<file path="src/rtl/serial_adder_ctrl_pkg.sv">
`default_nettype none
// ============================================================================
// Module   : serial_adder_ctrl_pkg
// Purpose  : Shared definitions for the bit-serial adder controller:
//            FSM state encodings and default size constants.
// Ports    : none (package)
// Revision : 1.0 - initial release
// ============================================================================
package serial_adder_ctrl_pkg;

   typedef enum logic [1:0] {
      ST_IDLE = 2'd0,
      ST_RUN  = 2'd1,
      ST_DONE = 2'd2
   } state_t;

   // Default operand width and matching bit-counter width (2**CNT_W > WIDTH).
   localparam int DEF_WIDTH = 8;
   localparam int DEF_CNT_W = 4;

endpackage : serial_adder_ctrl_pkg
`default_nettype wire

</file>
<file path="src/rtl/serial_adder_ctrl_fa_cell.sv">
`default_nettype none
// ============================================================================
// Module   : fa_cell
// Purpose  : Combinational 1-bit full adder; the single shared datapath cell
//            of the bit-serial adder.
// Ports    : a, b, cin - addend bits and carry-in
//            s, cout   - sum bit and carry-out
// Revision : 1.0 - initial release
// ============================================================================
module fa_cell (
   input  logic a,
   input  logic b,
   input  logic cin,
   output logic s,
   output logic cout
);

   assign s    = a ^ b ^ cin;
   assign cout = (a & b) | (a & cin) | (b & cin);

endmodule : fa_cell
`default_nettype wire

</file>
<file path="src/rtl/serial_adder_ctrl.sv">
`default_nettype none
// ============================================================================
// Module   : serial_adder_ctrl
// Purpose  : Bit-serial adder controller. Computes a WIDTH-bit sum over WIDTH
//            clock cycles with one shared 1-bit full-adder cell, LSB first,
//            and hands the result to the host with a start/done handshake.
// Ports    : clk, rst_n      - clock, asynchronous active-low reset
//            start           - request a new operation (sampled in IDLE only)
//            a, b, cin       - operands and carry-in, captured on start
//            sub             - subtract select (only with SERIAL_ADDER_SUB_EN)
//            busy            - computation in progress
//            done            - one-cycle pulse, sum/cout valid
//            sum, cout       - result, held until the next accepted start
// Config   : define SERIAL_ADDER_SUB_EN to add the sub port (a - b mode,
//            cout = 1 means no borrow).
// Params   : WIDTH >= 2; CNT_W with 2**CNT_W > WIDTH.
// Revision : 1.0 - initial release
// ============================================================================
module serial_adder_ctrl
   import serial_adder_ctrl_pkg::*;
#(
   parameter int WIDTH = DEF_WIDTH,
   parameter int CNT_W = DEF_CNT_W
) (
   input  logic             clk,
   input  logic             rst_n,
   input  logic             start,
   input  logic [WIDTH-1:0] a,
   input  logic [WIDTH-1:0] b,
   input  logic             cin,
   output logic             busy,
   output logic             done,
   output logic [WIDTH-1:0] sum,
   output logic             cout
`ifdef SERIAL_ADDER_SUB_EN
   ,
   input  logic             sub
`endif
);

   localparam logic [CNT_W-1:0] C_LAST = CNT_W'(WIDTH - 1);

   state_t           r_state;
   state_t           w_next;
   logic             w_busy;
   logic             w_done;

   logic [WIDTH-1:0] r_sa;
   logic [WIDTH-1:0] r_sb;
   logic [WIDTH-1:0] r_res;
   logic [WIDTH-1:0] r_sum;
   logic             r_carry;
   logic             r_cout;
   logic [CNT_W-1:0] r_cnt;

   logic             w_accept;
   logic             w_run;
   logic             w_last;
   logic             w_fa_b;
   logic             w_fa_s;
   logic             w_fa_co;
   logic             w_init_carry;

   // ------------------------------------------------------------------------
   // FSM
   // ------------------------------------------------------------------------
   always_ff @(posedge clk or negedge rst_n) begin
      if (!rst_n) begin
         r_state <= ST_IDLE;
      end else begin
         r_state <= w_next;
      end
   end

   always_comb begin
      w_next = r_state;
      w_busy = 1'b0;
      w_done = 1'b0;
      case (r_state)
         ST_IDLE: begin
            if (start) begin
               w_next = ST_RUN;
            end
         end
         ST_RUN: begin
            w_busy = 1'b1;
            if (r_cnt == C_LAST) begin
               w_next = ST_DONE;
            end
         end
         ST_DONE: begin
            w_done = 1'b1;
            w_next = ST_IDLE;
         end
         default: begin
            w_next = ST_IDLE;
         end
      endcase
   end

   assign w_accept = (r_state == ST_IDLE) && start;
   assign w_run    = (r_state == ST_RUN);
   assign w_last   = w_run && (r_cnt == C_LAST);

   // ------------------------------------------------------------------------
   // Operand conditioning: subtraction is a + ~b + 1, so invert the B bit
   // into the cell and force the initial carry high.
   // ------------------------------------------------------------------------
`ifdef SERIAL_ADDER_SUB_EN
   logic r_sub;

   always_ff @(posedge clk or negedge rst_n) begin
      if (!rst_n) begin
         r_sub <= 1'b0;
      end else if (w_accept) begin
         r_sub <= sub;
      end
   end

   assign w_fa_b       = r_sb[0] ^ r_sub;
   assign w_init_carry = sub | cin;
`else
   assign w_fa_b       = r_sb[0];
   assign w_init_carry = cin;
`endif

   fa_cell u_fa_cell (
      .a    (r_sa[0]),
      .b    (w_fa_b),
      .cin  (r_carry),
      .s    (w_fa_s),
      .cout (w_fa_co)
   );

   // ------------------------------------------------------------------------
   // Datapath: operand/result shift registers, carry feedback, bit counter.
   // The visible result register is loaded only on the last RUN edge so the
   // host never sees partial sums.
   // ------------------------------------------------------------------------
   always_ff @(posedge clk or negedge rst_n) begin
      if (!rst_n) begin
         r_sa    <= '0;
         r_sb    <= '0;
         r_res   <= '0;
         r_carry <= 1'b0;
         r_cnt   <= '0;
         r_sum   <= '0;
         r_cout  <= 1'b0;
      end else if (w_accept) begin
         r_sa    <= a;
         r_sb    <= b;
         r_res   <= '0;
         r_carry <= w_init_carry;
         r_cnt   <= '0;
      end else if (w_run) begin
         r_sa    <= {1'b0, r_sa[WIDTH-1:1]};
         r_sb    <= {1'b0, r_sb[WIDTH-1:1]};
         r_res   <= {w_fa_s, r_res[WIDTH-1:1]};
         r_carry <= w_fa_co;
         r_cnt   <= r_cnt + 1'b1;
         if (w_last) begin
            r_sum  <= {w_fa_s, r_res[WIDTH-1:1]};
            r_cout <= w_fa_co;
         end
      end
   end

   assign busy = w_busy;
   assign done = w_done;
   assign sum  = r_sum;
   assign cout = r_cout;

endmodule : serial_adder_ctrl
`default_nettype wire
</file>
<file path="config.mk">
export PLATFORM = sky130hd
export DESIGN_NAME = serial_adder_ctrl
export DESIGN_NICKNAME = d
export VERILOG_FILES = /design/src/rtl/serial_adder_ctrl_pkg.sv /design/src/rtl/serial_adder_ctrl_fa_cell.sv /design/src/rtl/serial_adder_ctrl.sv
export SDC_FILE = /design/constraint.sdc
export NUM_CORES = 1
export LEC_CHECK = 0
export BUFFER_PORTS_ARGS = -buffer_cell sky130_fd_sc_hd__buf_2
export CAP_MARGIN = 30
export CORE_MARGIN = 4
export CORE_UTILIZATION = 48
export CTS_CLUSTER_DIAMETER = 50
export DETAILED_ROUTE_END_ITERATION = 10
export GPL_ROUTABILITY_DRIVEN = 0
export PLACE_DENSITY = 0.81
export SYNTH_ARGS = -nofsm -noshare
export SYNTH_HDL_FRONTEND = slang
export SYNTH_SLANG_ARGS = --single-unit
</file>
<file path="constraint.sdc">
create_clock -name clk -period 1.5 [get_ports clk]
set_clock_uncertainty 0.05 [all_clocks]
set_input_delay 0.15 -clock clk [delete_from_list [all_inputs] [get_ports clk]]
set_output_delay 0.15 -clock clk [all_outputs]
set_load 0.01 [all_outputs]
</file>
Yosys cells after proc, flatten, opt, wreduce, memory -nomap -nowiden
Cells that the tools add are included.
{"block": "word_totals", "register_bits": 40, "latch_bits": 0, "ramBits": 0, "mem_bits_ro": 0, "in_bits": 20, "out_inout_bits": 11, "wordCells": 43, "mem_count": 0}
{"block": "classes", "n_addsub": 1, "multipliers": 0, "n_div": 0, "n_lt_le_gt_ge": 0, "eq_ne": 5, "n_shift": 0, "muxes": 15, "n_bitwise": 8, "n_reduce_logical": 6}
{"op": "8-bit two-way mux", "count": 6}
{"op": "4-bit two-way mux", "count": 2}
{"op": "4-bit by 1-bit adder with 4-bit output (second input constant)", "count": 1}
{"op": "4-bit by 3-bit == test with 1-bit output (second input constant)", "count": 1}
{"op": "1-bit two-way mux", "count": 4}
{"op": "2-bit two-way mux", "count": 2}
{"op": "2-bit case mux with 2 select lines", "count": 1}
{"op": "1-bit AND", "count": 3}
{"op": "3-bit AND reduction", "count": 1}
{"op": "2-bit by 1-bit == test with 1-bit output (second input constant)", "count": 1}
{"op": "2-bit == test (second input constant)", "count": 1}
{"op": "1-bit logical AND", "count": 2}
{"op": "2-bit zero test", "count": 1}
{"op": "2-bit by 1-bit inequality test with 1-bit output (second input constant)", "count": 1}
{"op": "2-bit inequality test (second input constant)", "count": 1}
{"op": "1-bit bitwise OR", "count": 2}
{"op": "2-bit AND reduction", "count": 1}
{"op": "2-bit nonzero test", "count": 1}
{"op": "1-bit bitwise XOR", "count": 2}
{"op": "1-bit inverter", "count": 1}

Depth between registers and ports, before layout
{"block": "depth", "ltp_word": 5, "depth_mapped": 6, "ltp_nobuf": 4}

Hierarchy
From an unflattened synthesis, not the netlist that was laid out.
{"block": "hier_totals", "hier_cells": 134, "area_unflattened_um2": 1625.3}
{"module": "serial_adder_ctrl", "instances": 1, "cells_each": 133, "area_each_um2": 1605.3, "seq_area_each_um2": 975.9}
{"module": "fa_cell", "instances": 1, "cells_each": 1, "area_each_um2": 20.0, "seq_area_each_um2": 0.0}

Worst setup path after synthesis
Ideal clock, no wire load.
{"block": "synth_path", "path_kind": "register -> register", "from": "register r_cnt[0]", "to": "register r_sum[0] (netlist: sum[0])", "setup_ps": 125, "arrival_time_ps": 1302, "required_time_ps": 1325, "slack_ps": 23, "stages_incl_launch_ff": 6, "n_path_buf": 1, "synth_period_minus_slack_ps": 1477, "cell_sequence": "dfrtp_1 ha_1 nand2_1 nor3b_2 buf_6 mux2_2"}
{"block": "synth_via", "elab_chain_len": 3}
{"item": "from (decl)", "line_no": "serial_adder_ctrl.sv:54", "text": "logic [CNT_W-1:0] r_cnt;"}
{"item": "from (signal assigned)", "line_no": "serial_adder_ctrl.sv:160", "text": "r_cnt <= r_cnt + 1'b1;"}
{"item": "4-bit by 3-bit == test with 1-bit output", "line_no": "serial_adder_ctrl.sv:103", "text": "assign w_last = w_run && (r_cnt == C_LAST);"}
{"item": "1-bit logical AND", "line_no": "serial_adder_ctrl.sv:103"}
{"item": "3-bit AND reduction (no line)"}
{"item": "to (signal assigned)", "line_no": "serial_adder_ctrl.sv:162", "text": "r_sum <= {w_fa_s, r_res[WIDTH-1:1]};"}
{"item": "to (decl)", "line_no": "serial_adder_ctrl.sv:51", "text": "logic [WIDTH-1:0] r_sum;"}
No other way between the ends.
A chain may end at the register's enable or synchronous reset.

Worst setup path in the final report
{"block": "layout_path", "from": "register r_cnt[1]", "to": "register r_sum[3] (netlist: sum[3])"}
The elaborated chain is that of the path after synthesis.

==> impl_table.tex <==
\begin{tabular}{lr}
\hline
Metric & Value \\
\hline
\multicolumn{2}{l}{\textbf{Critical path}} \\
Crit start category & flip-flop \\
Critical path class & flip-flop to flip-flop \\
R2R cell count & 5 \\
Data arrival time at the worst-slack endpoint & 1.69 ns \\
Critical path fanouts, max & 7 \\
Element type at the critical path end & flip-flop \\
Worst EP required & 1.69 ns \\
\multicolumn{2}{l}{\textbf{Synth}} \\
Cells after Synth & 139 \\
Unique cell type count in the Yosys netlist & 27 \\
Syn Area/Cell & 11.9 um2 \\
Cell area after technology mapping & 1650 um2 \\
Sequential fraction of the synthesis area & 0.591 \\
Synth area leader & sky130\_fd\_sc\_hd\_\_dfrtp\_1 \\
Number of nets produced by synthesis & 161 \\
Ranking of synthesized cells by area & sky130\_fd\_sc\_hd\_\_dfrtp\_1 (59\%), sky130\_fd\_sc\_hd\_\_a22oi\_1 (6.8\%), sky130\_fd\_sc\_hd\_\_mux2\_2 (5.5\%) \\
Share of the synthesized area in the top cell type & 0.591 \\
Number of warnings reported in the yosys synthesis log & 0 \\
Synthesized flop and latch total & 39 \\
\multicolumn{2}{l}{\textbf{Worst hold path}} \\
Worst hold path class & input port to flip-flop \\
Number of cells on the worst hold path & 3 \\
\multicolumn{2}{l}{\textbf{Routing}} \\
Vias after detailed routing & 1274 \\
Wire per inst & 14.8 um \\
Residual DRC count & 0 \\
DR iter-0 viols & 37 \\
Via/cell ratio & 5.49 \\
Total detailed-routing wirelength & 3440 um \\
Antenna violation net count after detailed routing & 0 \\
Detailed-routing iteration count for the pre-antenna-repair pass & 4 \\
\multicolumn{2}{l}{\textbf{Timing}} \\
Setup TNS Final & 0 ns \\
Slew HR & 0.681 \\
Unrepaired setup endpoints after global routing & yes \\
Final-report setup violation count & 0 \\
Maximum clock frequency & 0.668 GHz \\
Endpoints failing hold & 0 \\
Period minus WS final & 1.50 ns \\
Max-slew violation count & 0 \\
Setup WS post-layout & 0.00240 ns \\
Final worst-path cycle share & 0.998 \\
Tightest Pin Transition & 0.479 ns \\
\multicolumn{2}{l}{\textbf{Power}} \\
Maximum vdd ir drop & 0.710 mV \\
Share of power burned in combinational logic & 0.402 \\
Power per unit of standard cell area & 1820 nW/um2 \\
Flop pwr share & 0.457 \\
Net switching power & 0.00128 W \\
Pint & 0.00245 W \\
Total leakage power & 0.983 nW \\
Clk network pwr share & 0.141 \\
Net switching share of the total power & 0.344 \\
\multicolumn{2}{l}{\textbf{Cells and area}} \\
Layout cell share with drive strength beyond 1 & 0.376 \\
Net total in the final layout & 207 \\
Most frequent cells in the layout & sky130\_fd\_sc\_hd\_\_dfrtp\_1 (38), sky130\_fd\_sc\_hd\_\_buf\_2 (30), sky130\_fd\_sc\_hd\_\_nand2\_1 (17) \\
Design area & 2060 um2 \\
Number of inserted diodes & 0 \\
Layout Area Growth over Synthesis & 24.6\% \\
Most common cell after layout, fill and taps aside & sky130\_fd\_sc\_hd\_\_dfrtp\_1 \\
\multicolumn{2}{l}{\textbf{CTS}} \\
Num Clock Sinks & 39 \\
Insertion delay to the later sink of the worst-skew pair & 0.35 ns \\
CTS tree & built \\
Max clock buf depth & 2 \\
Root buffer selected by CTS & sky130\_fd\_sc\_hd\_\_clkbuf\_4 \\
Level count of the clock H-tree & 2 \\
TritonCTS buffer count & 5 \\
Clock slew at the register clock pins of the worst setup and hold paths & 0.12 ns \\
\multicolumn{2}{l}{\textbf{Global routing}} \\
Pin count of the biggest net entering global routing & 40 \\
GRT Overall Usage & 0.171 \\
Global-route wire length before repair & 5560 um \\
GRT overflow & 0 \\
Number of antenna violations at the first check in global routing & 0 \\
Via count of the first global-routing pass & 1240 \\
\multicolumn{2}{l}{\textbf{Status}} \\
Outcome & complete, no violations \\
\multicolumn{2}{l}{\textbf{Placed design}} \\
Pre-CTS setup slack & 0.00313 ns \\
Sum of net half-perimeters after detailed placement & 2250 um \\
\# port buffers & 30 \\
Post-Place Cell Area & 1890 um2 \\
\multicolumn{2}{l}{\textbf{Floorplan}} \\
Die outline area & 4440 um2 \\
Width of the die & 66.7 um \\
Effective utilization at floorplan & 0.495 \\
Core Rows & 21 \\
Die Y & 66.7 um \\
Standard cell core area & 3340 um2 \\
IO Pins & 31 \\
\multicolumn{2}{l}{\textbf{Run}} \\
Number of max-cap violations & 0 \\
\hline
\end{tabular}
[power by group through the flow]
stage,logic [W],registers (W),clock network [W]
3_3_place_gp,0.00125,0.00168,0
5_1_grt,0.00167,0.00176,0.000579
4_1_cts,0.00134,0.00169,0.000539
6_report,0.00150,0.00171,0.000527
2_1_floorplan,0.000815,0.00172,0
3_5_place_dp,0.00131,0.00171,0
[sequential cells by signal, indices dropped and copies added, names as in the netlist]
register,cells
r_carry,1
sum,8
cout,1
r_state,2
r_res,7
r_sb,8
r_sa,8
r_cnt,4
[metal layers]
layer / GRT usage / up-vias / share of wire
li1: - / 589 / -
met1: 0.212 / 623 / 0.45
met2: 0.271 / 54 / 0.47
met3: 0.0489 / 8 / 0.061
met4: 0.0838 / 0 / 0.020
met5: 0 / - / 0
[per-stage QoR]
stage	std cells	total power (W)	hold WS [ns]	utilization
final	232	0.00374	0.0346	0.617
after global routing	232	0.00401	0.0238	0.617
after CTS	228	0.00356	0.0233	0.593
after detailed placement	217	0.00302	0.179	0.567
after global placement	217	0.00293	0.165	0.567
after floorplan	139	0.00253	-0.196	-
[Yosys cell counts]
| master | instances |
|---|---|
| sky130_fd_sc_hd__a32o_1 | 1 |
| sky130_fd_sc_hd__a31oi_1 | 2 |
| sky130_fd_sc_hd__nand3_1 | 1 |
| sky130_fd_sc_hd__a41oi_1 | 1 |
| sky130_fd_sc_hd__o21ai_0 | 16 |
| sky130_fd_sc_hd__nor2b_4 | 1 |
| sky130_fd_sc_hd__o21bai_2 | 1 |
| sky130_fd_sc_hd__nor2b_1 | 2 |
| sky130_fd_sc_hd__nor3b_2 | 1 |
| sky130_fd_sc_hd__nand2b_1 | 1 |
| sky130_fd_sc_hd__fa_1 | 1 |
| sky130_fd_sc_hd__nand2_1 | 18 |
| sky130_fd_sc_hd__clkbuf_1 | 5 |
| sky130_fd_sc_hd__buf_2 | 2 |
| sky130_fd_sc_hd__buf_4 | 1 |
| sky130_fd_sc_hd__ha_1 | 1 |
| sky130_fd_sc_hd__a22o_1 | 9 |
| sky130_fd_sc_hd__dfrtp_1 | 39 |
| sky130_fd_sc_hd__mux2i_1 | 1 |
| sky130_fd_sc_hd__mux2_2 | 8 |
| sky130_fd_sc_hd__inv_1 | 1 |
| sky130_fd_sc_hd__a21oi_1 | 2 |
| sky130_fd_sc_hd__clkbuf_2 | 1 |
| sky130_fd_sc_hd__buf_6 | 2 |
| sky130_fd_sc_hd__nor2_1 | 5 |
| sky130_fd_sc_hd__a22oi_1 | 15 |
| sky130_fd_sc_hd__mux2_4 | 1 |
[critical path, stage by stage, from the launching register on]
cell and delay [ns]:
sky130_fd_sc_hd__dfrtp_1 0.38, sky130_fd_sc_hd__ha_2 0.19, sky130_fd_sc_hd__nand2_2 0.07, sky130_fd_sc_hd__nor3b_4 0.22
sky130_fd_sc_hd__buf_6 0.18, sky130_fd_sc_hd__mux2_4 0.31
[timing repair]
| item | CTS | global route |
|---|---|---|
| buffers inserted | 1 | 4 |
| hold buffers | 2 | 0 |
| endpoints found under the hold margin | 40 | 0 |
| endpoints found under the setup margin | 6 | 10 |
| pin swaps | 1 | 2 |
| cloned | 0 | 0 |
| resized for setup | 1 | 14 |
[final cells by class]
cell class,count,area [um2]
tap,46,57.6
timing repair buffer,50,320
clock inverter,2,12.5
clock buffer,6,41.3
multi-input combinational,88,646
sequential,39,977
fill,285,1280
inverter,1,3.75
[final timing paths]
| check | start | to | slack [ns] |
|---|---|---|---|
| min in group asynchronous | rst_n | r_sb[2] | 0.34 |
| setup / recovery | r_cnt[1] | sum[3] | 0.002 |
| setup reg to reg | r_cnt[1] | sum[3] | 0.002 |
| hold reg to reg | r_sa[2] | r_sa[2] | 0.45 |
| max in group asynchronous | rst_n | r_state[1] | 0.71 |
| hold / removal | a[6] | r_sa[6] | 0.03 |
[logic make-up (layout without fill, tap and decap cells)]
kind of cell,count (synthesis),count (layout),synth area share
AOI/OAI and AO/OA,47,47,0.196
DFF,39,39,0.591
and+or+nand+nor,29,29,0.0826
buffers and inverters,12,59,0.0409
muxes,10,10,0.0697
adders and majority gates,2,2,0.0197
Note: power is estimated with default switching activity, not from simulation.
